**config.mk**
```make
export PLATFORM = sky130hd
export DESIGN_NAME = rounding_vec
export DESIGN_NICKNAME = d
export VERILOG_FILES = /design/src/rtl/rounding_vec.sv
export SDC_FILE = /design/constraint.sdc
export NUM_CORES = 1
export LEC_CHECK = 0
export ABC_AREA = 1
export BUFFER_PORTS_ARGS = -buffer_cell sky130_fd_sc_hd__buf_2
export CORE_ASPECT_RATIO = 0.5
export CORE_UTILIZATION = 40
export CTS_BUF_LIST = sky130_fd_sc_hd__clkbuf_8
export DETAILED_ROUTE_END_ITERATION = 10
export GPL_TIMING_DRIVEN = 0
export SLEW_MARGIN = 20
export SYNTH_ARGS = -nofsm -noshare
export SYNTH_HDL_FRONTEND = slang
export SYNTH_SLANG_ARGS = --single-unit
```
**constraint.sdc**
```tcl
create_clock -name clk -period 4.4 [get_ports clk]
set_input_delay 0.88 -clock clk [delete_from_list [all_inputs] [get_ports clk]]
set_output_delay 0.88 -clock clk [all_outputs]
set_load 0.01 [all_outputs]
```
**src/rtl/rounding_vec.sv**
```systemverilog
`timescale 1ns/1ps
`default_nettype none
// ============================================================================
// Module      : rounding_vec
// Description : Frame-based threshold classifier. Accepts NCH signed scores,
//               one per accepted cycle, compares each against a threshold
//               captured at the start of the frame and publishes the packed
//               decision vector, its population count and (optionally) the
//               index of the largest score with a one-cycle valid pulse.
// Revision    : 1.0 - initial release
// ----------------------------------------------------------------------------
// Optional feature macro:
//   ROUNDING_VEC_ARGMAX_EN  - build the running-maximum tracker that drives
//                             argmax_idx. Undefined: argmax_idx is tied to 0.
// ----------------------------------------------------------------------------
// Parameters:
//   DWIDTH  score/threshold width, two's complement
//   FRAC    fractional bits of the Q format (informational only)
//   NCH     scores per frame (>= 1)
//   IDXW    element index / argmax width   (derived)
//   CNTW    ones-count width               (derived)
// Ports:
//   clk         in   1       rising-edge clock
//   reset       in   1       synchronous active-high reset
//   en          in   1       input score valid
//   in          in   DWIDTH  signed score
//   thresh      in   DWIDTH  signed threshold
//   in_ready    out  1       score can be accepted this cycle
//   out         out  NCH     packed decisions, bit k = score k
//   out_valid   out  1       one-cycle pulse when outputs update
//   ones_cnt    out  CNTW    number of set bits in out
//   argmax_idx  out  IDXW    index of the largest score of the frame
// ============================================================================
module rounding_vec #(
    parameter  int DWIDTH = 32,
    parameter  int FRAC   = 24,
    parameter  int NCH    = 16,
    localparam int IDXW   = (NCH > 1) ? $clog2(NCH) : 1,
    localparam int CNTW   = $clog2(NCH + 1)
) (
    input  logic              clk,
    input  logic              reset,
    input  logic              en,
    input  logic [DWIDTH-1:0] in,
    input  logic [DWIDTH-1:0] thresh,
    output logic              in_ready,
    output logic [NCH-1:0]    out,
    output logic              out_valid,
    output logic [CNTW-1:0]   ones_cnt,
    output logic [IDXW-1:0]   argmax_idx
);

    localparam logic [IDXW-1:0] c_LAST_IDX = IDXW'(NCH - 1);
    localparam logic [IDXW-1:0] c_IDX_ONE  = IDXW'(1);

    // FRAC only names the fixed-point format; the compare is width-exact.
    generate
        if (FRAC < 0 || FRAC > DWIDTH) begin : g_frac_unusual
            // No hardware: an out-of-range FRAC only affects interpretation.
        end
    endgenerate

    typedef enum logic [1:0] {
        S_IDLE    = 2'd0,
        S_COLLECT = 2'd1,
        S_DONE    = 2'd2
    } state_t;

    state_t              state_q, state_d;
    logic [IDXW-1:0]     idx_q, idx_d;
    logic [NCH-1:0]      shadow_q, shadow_d;
    logic [DWIDTH-1:0]   thr_q, thr_d;
    logic [NCH-1:0]      out_q, out_d;
    logic                out_valid_q, out_valid_d;
    logic [CNTW-1:0]     ones_q, ones_d;

    logic                w_xfer;
    logic [DWIDTH-1:0]   w_thr_sel;
    logic                w_bit;

    function automatic logic [CNTW-1:0] f_popcount(input logic [NCH-1:0] vec);
        logic [CNTW-1:0] cnt;
        cnt = '0;
        for (int k = 0; k < NCH; k++) begin
            cnt = cnt + CNTW'(vec[k]);
        end
        return cnt;
    endfunction

    assign in_ready = (state_q != S_DONE);
    assign w_xfer   = en && in_ready;

    // Element 0 arrives in the same cycle the threshold is captured, so it
    // must compare against the live input rather than the stale register.
    assign w_thr_sel = (state_q == S_IDLE) ? thresh : thr_q;
    assign w_bit     = ($signed(in) >= $signed(w_thr_sel));

    always_comb begin
        state_d     = state_q;
        idx_d       = idx_q;
        shadow_d    = shadow_q;
        thr_d       = thr_q;
        out_d       = out_q;
        out_valid_d = 1'b0;
        ones_d      = ones_q;

        case (state_q)
            S_IDLE: begin
                if (w_xfer) begin
                    thr_d       = thresh;
                    // Fresh frame: old decisions must never leak through.
                    shadow_d    = '0;
                    shadow_d[0] = w_bit;
                    idx_d       = c_IDX_ONE;
                    state_d     = (NCH == 1) ? S_DONE : S_COLLECT;
                end
            end
            S_COLLECT: begin
                if (w_xfer) begin
                    shadow_d[idx_q] = w_bit;
                    idx_d           = idx_q + c_IDX_ONE;
                    if (idx_q == c_LAST_IDX) begin
                        state_d = S_DONE;
                    end
                end
            end
            S_DONE: begin
                out_d       = shadow_q;
                ones_d      = f_popcount(shadow_q);
                out_valid_d = 1'b1;
                idx_d       = '0;
                state_d     = S_IDLE;
            end
            default: begin
                idx_d   = '0;
                state_d = S_IDLE;
            end
        endcase
    end

    always_ff @(posedge clk) begin
        if (reset) begin
            state_q     <= S_IDLE;
            idx_q       <= '0;
            shadow_q    <= '0;
            thr_q       <= '0;
            out_q       <= '0;
            out_valid_q <= 1'b0;
            ones_q      <= '0;
        end else begin
            state_q     <= state_d;
            idx_q       <= idx_d;
            shadow_q    <= shadow_d;
            thr_q       <= thr_d;
            out_q       <= out_d;
            out_valid_q <= out_valid_d;
            ones_q      <= ones_d;
        end
    end

    assign out       = out_q;
    assign out_valid = out_valid_q;
    assign ones_cnt  = ones_q;

`ifdef ROUNDING_VEC_ARGMAX_EN
    logic [DWIDTH-1:0] max_q, max_d;
    logic [IDXW-1:0]   max_idx_q, max_idx_d;
    logic [IDXW-1:0]   argmax_q, argmax_d;

    // Element 0 always seeds the tracker; later elements win only when
    // strictly greater, which keeps the lowest index on ties.
    always_comb begin
        max_d     = max_q;
        max_idx_d = max_idx_q;
        argmax_d  = argmax_q;
        if (state_q == S_IDLE && w_xfer) begin
            max_d     = in;
            max_idx_d = '0;
        end else if (state_q == S_COLLECT && w_xfer &&
                     ($signed(in) > $signed(max_q))) begin
            max_d     = in;
            max_idx_d = idx_q;
        end
        if (state_q == S_DONE) begin
            argmax_d = max_idx_q;
        end
    end

    always_ff @(posedge clk) begin
        if (reset) begin
            max_q     <= '0;
            max_idx_q <= '0;
            argmax_q  <= '0;
        end else begin
            max_q     <= max_d;
            max_idx_q <= max_idx_d;
            argmax_q  <= argmax_d;
        end
    end

    assign argmax_idx = argmax_q;
`else
    assign argmax_idx = '0;
`endif

endmodule
`default_nettype wire
```
==> impl_metrics.toml <==
[sta]
fmaxAchievable_mhz = 279
slew_headroom = 0.520
rsz0062_at_grt = "no"
finalHoldViolations = 0
clock_skew_ps = 8.70
fin_ws_ps = 818
whs_ps = 463
fin_crit_ps = 3580
setup_viol = 0
maxSlewViolCount = 0
final.setup.tns_ps = 0
fin_crit_sh = 0.814
worst_pin_slew_ps = 720

[die]
ios = 94
die_area_um2 = 11900
start_util = 0.414
die_h_um = 77.6
coreArea_um2 = 11000
rows = 27
die_width_um = 153

[synth]
synth_cells = 595
yosys_most_used_dff = "dfxtp_1"
synth-seq-cells = 76
async_flop_share = 0
synth_edf_count = 0
avgSynthCellArea_um2 = 7.69
yosysTopAreaCell = "dfxtp_1"
synth_area_um2 = 4580
ys_top_cells_by_count = "nor2_1 (86), nand2_1 (85), dfxtp_1 (76)"
yosysMostFrequentCell = "nor2_1"
yosysTopAreaCellShare = 0.333
synthTopCellsByArea = "dfxtp_1 (33%), ha_1 (11%), nor2_1 (7.1%)"
synth_cell_types = 34
yosysSeqAreaShare = 0.333
yosysWarningCount = 0

[clock_network]
htree_levels = 3
clkSlewWorstSetupHoldPaths_ps = 80
clock-root-buffer = "clkbuf_8"
cts_buffers = 9
cts_hold_buf = 0
insertion_delay_ps = 360
cts_tree = "done"
cts_sinks = 76
clock_path_buffers = 2
cts_resized = 0
postCtsSetupBuffers = 0

[outcome]
status = "complete, no violations"

[placed_design]
hpwl_mm = 8.34
dp_slack_ps = 805
portBuffers = 89
place.gp.congestion = 0.792
dpl-instance-area_um2 = 5210

[detailed_routing]
drt_iter0_markers = 149
ant_nets = 0
first_pass_iters = 4
post_drt_wl_per_cell_um = 12.6
vias_per_cell = 4.78
via_count = 4051
drc = 0
drt_wl_total_mm = 10.7

[critical_path]
required_ps = 4680
crit_fanout = 2
critPathLaunchType = "flip-flop"
r2r_cells = 14
arrival_ps = 3870
critPathKind = "reg2reg"
end_kind = "flip-flop"

[global_routing]
track_usage = 0.194
grt_max_degree = 13
first_global_vias = 3865
grt_first_pass_wirelength_mm = 18.2
gr-total-overflow = 0
antenna_found_initial = 0

[final_layout]
final_area_um2 = 5450
n_fill_cell = 1080
drive_above_1_share = 0.216
post-route-util = 0.493
seqCellArea_um2 = 1520
syn2layout_area_growth_pct = 19.1
antenna_cells = 0
multi_input_area_um2 = 2690
fin_nets = 816

[pwr]
peakVddDrop_mv = 0.125
powerDensity_nw_per_um2 = 307
p_leak_uw = 0.00264

[min_path]
min_path_type = "reg2reg"
hold_path_depth = 2

[flow_run]
maxCapViolations = 0
## per-layer routing
layer	routed length, um	GRT usage	part of all wire	vias to the layer above
li1	-	-	-	2144
met4	133	0.0556	0.012	0
met1	5350	0.252	0.50	1830
met3	409	0.0458	0.038	14
met5	0	0	0	-
met2	4830	0.321	0.45	63
## registers in the layout (all words and copies together) (netlist names)
name       cells
thr_q         32
out_valid      1
out           16
state_q        2
idx_q          4
shadow_q      16
ones_cnt       5
## metrics by stage
| stage | cells | power, uW |
|---|---|---|
| global route | 848 | 1770 |
| floorplan | 598 | 970 |
| finish | 848 | 1670 |
| detailed placement | 832 | 1070 |
| CTS | 848 | 1690 |
| global placement | 832 | 1060 |
## cells in the final DEF, fill, tap and decap left out, types with 4 or more instances in the layout
cell and instances:
buf_2 95, nor2_1 86, o21ai_0 64, clkbuf_8 12, nor2_2 5, dfxtp_1 76
conb_1 4, inv_1 52, clkbuf_1 14, ha_1 41, fa_1 10, nand3_1 5
o21ai_1 10, buf_4 5, nand2_2 10, nor3_1 20, inv_2 4, a21oi_1 44
a21oi_2 9, mux2i_1 31, nand2_1 85
## layout make-up
type,count,share of cell area
multi-input combinational,436,0.494
tap,145,0.0333
sequential,76,0.279
buffer,29,0.0294
inverter,57,0.0393
clock inverter,4,0.0129
timing repair buffer,89,0.0817
clock buffer,12,0.0303
## power by group
group	leakage, uW	internal (uW)	switching (uW)
Sequential	0.000620	715	13.5
Combinational	0.00190	132	186
Clock	0.000122	364	261
## critical path, cell delays in order (launching register included)
cell and delay (ps):
dfxtp_1 340, inv_1 90, fa_1 530, inv_1 50, fa_1 480, inv_1 50
fa_1 490, fa_1 400, inv_1 60, ha_1 170, inv_1 60, fa_1 390
o21ai_0 170, nand3_1 100, a21oi_1 130
## path summary, 6_finish.rpt
path	from	to	slack, ps
worst min register to register	ones_cnt[4]	ones_cnt[4]	460
worst min-delay path	ones_cnt[4]	ones_cnt[4]	460
worst max register to register	shadow_q[11]	ones_cnt[4]	820
worst max-delay path	shadow_q[11]	ones_cnt[4]	820
## logic make-up (layout without fill, tap and decap cells)
| logic type | after synthesis | in the layout | synth area share |
|---|---|---|---|
| xor gates and xnor gates | 2 | 2 | 0.00383 |
| other | 1 | 4 | 0.000820 |
| buffers and inverters | 86 | 191 | 0.0818 |
| AOI/OAI and AO/OA | 131 | 131 | 0.153 |
| and+or+nand+nor | 217 | 217 | 0.204 |
| adders and majority gates | 51 | 51 | 0.156 |
| muxes | 31 | 31 | 0.0678 |
| DFF | 76 | 76 | 0.333 |
Note: power is estimated with default switching activity, not from simulation.
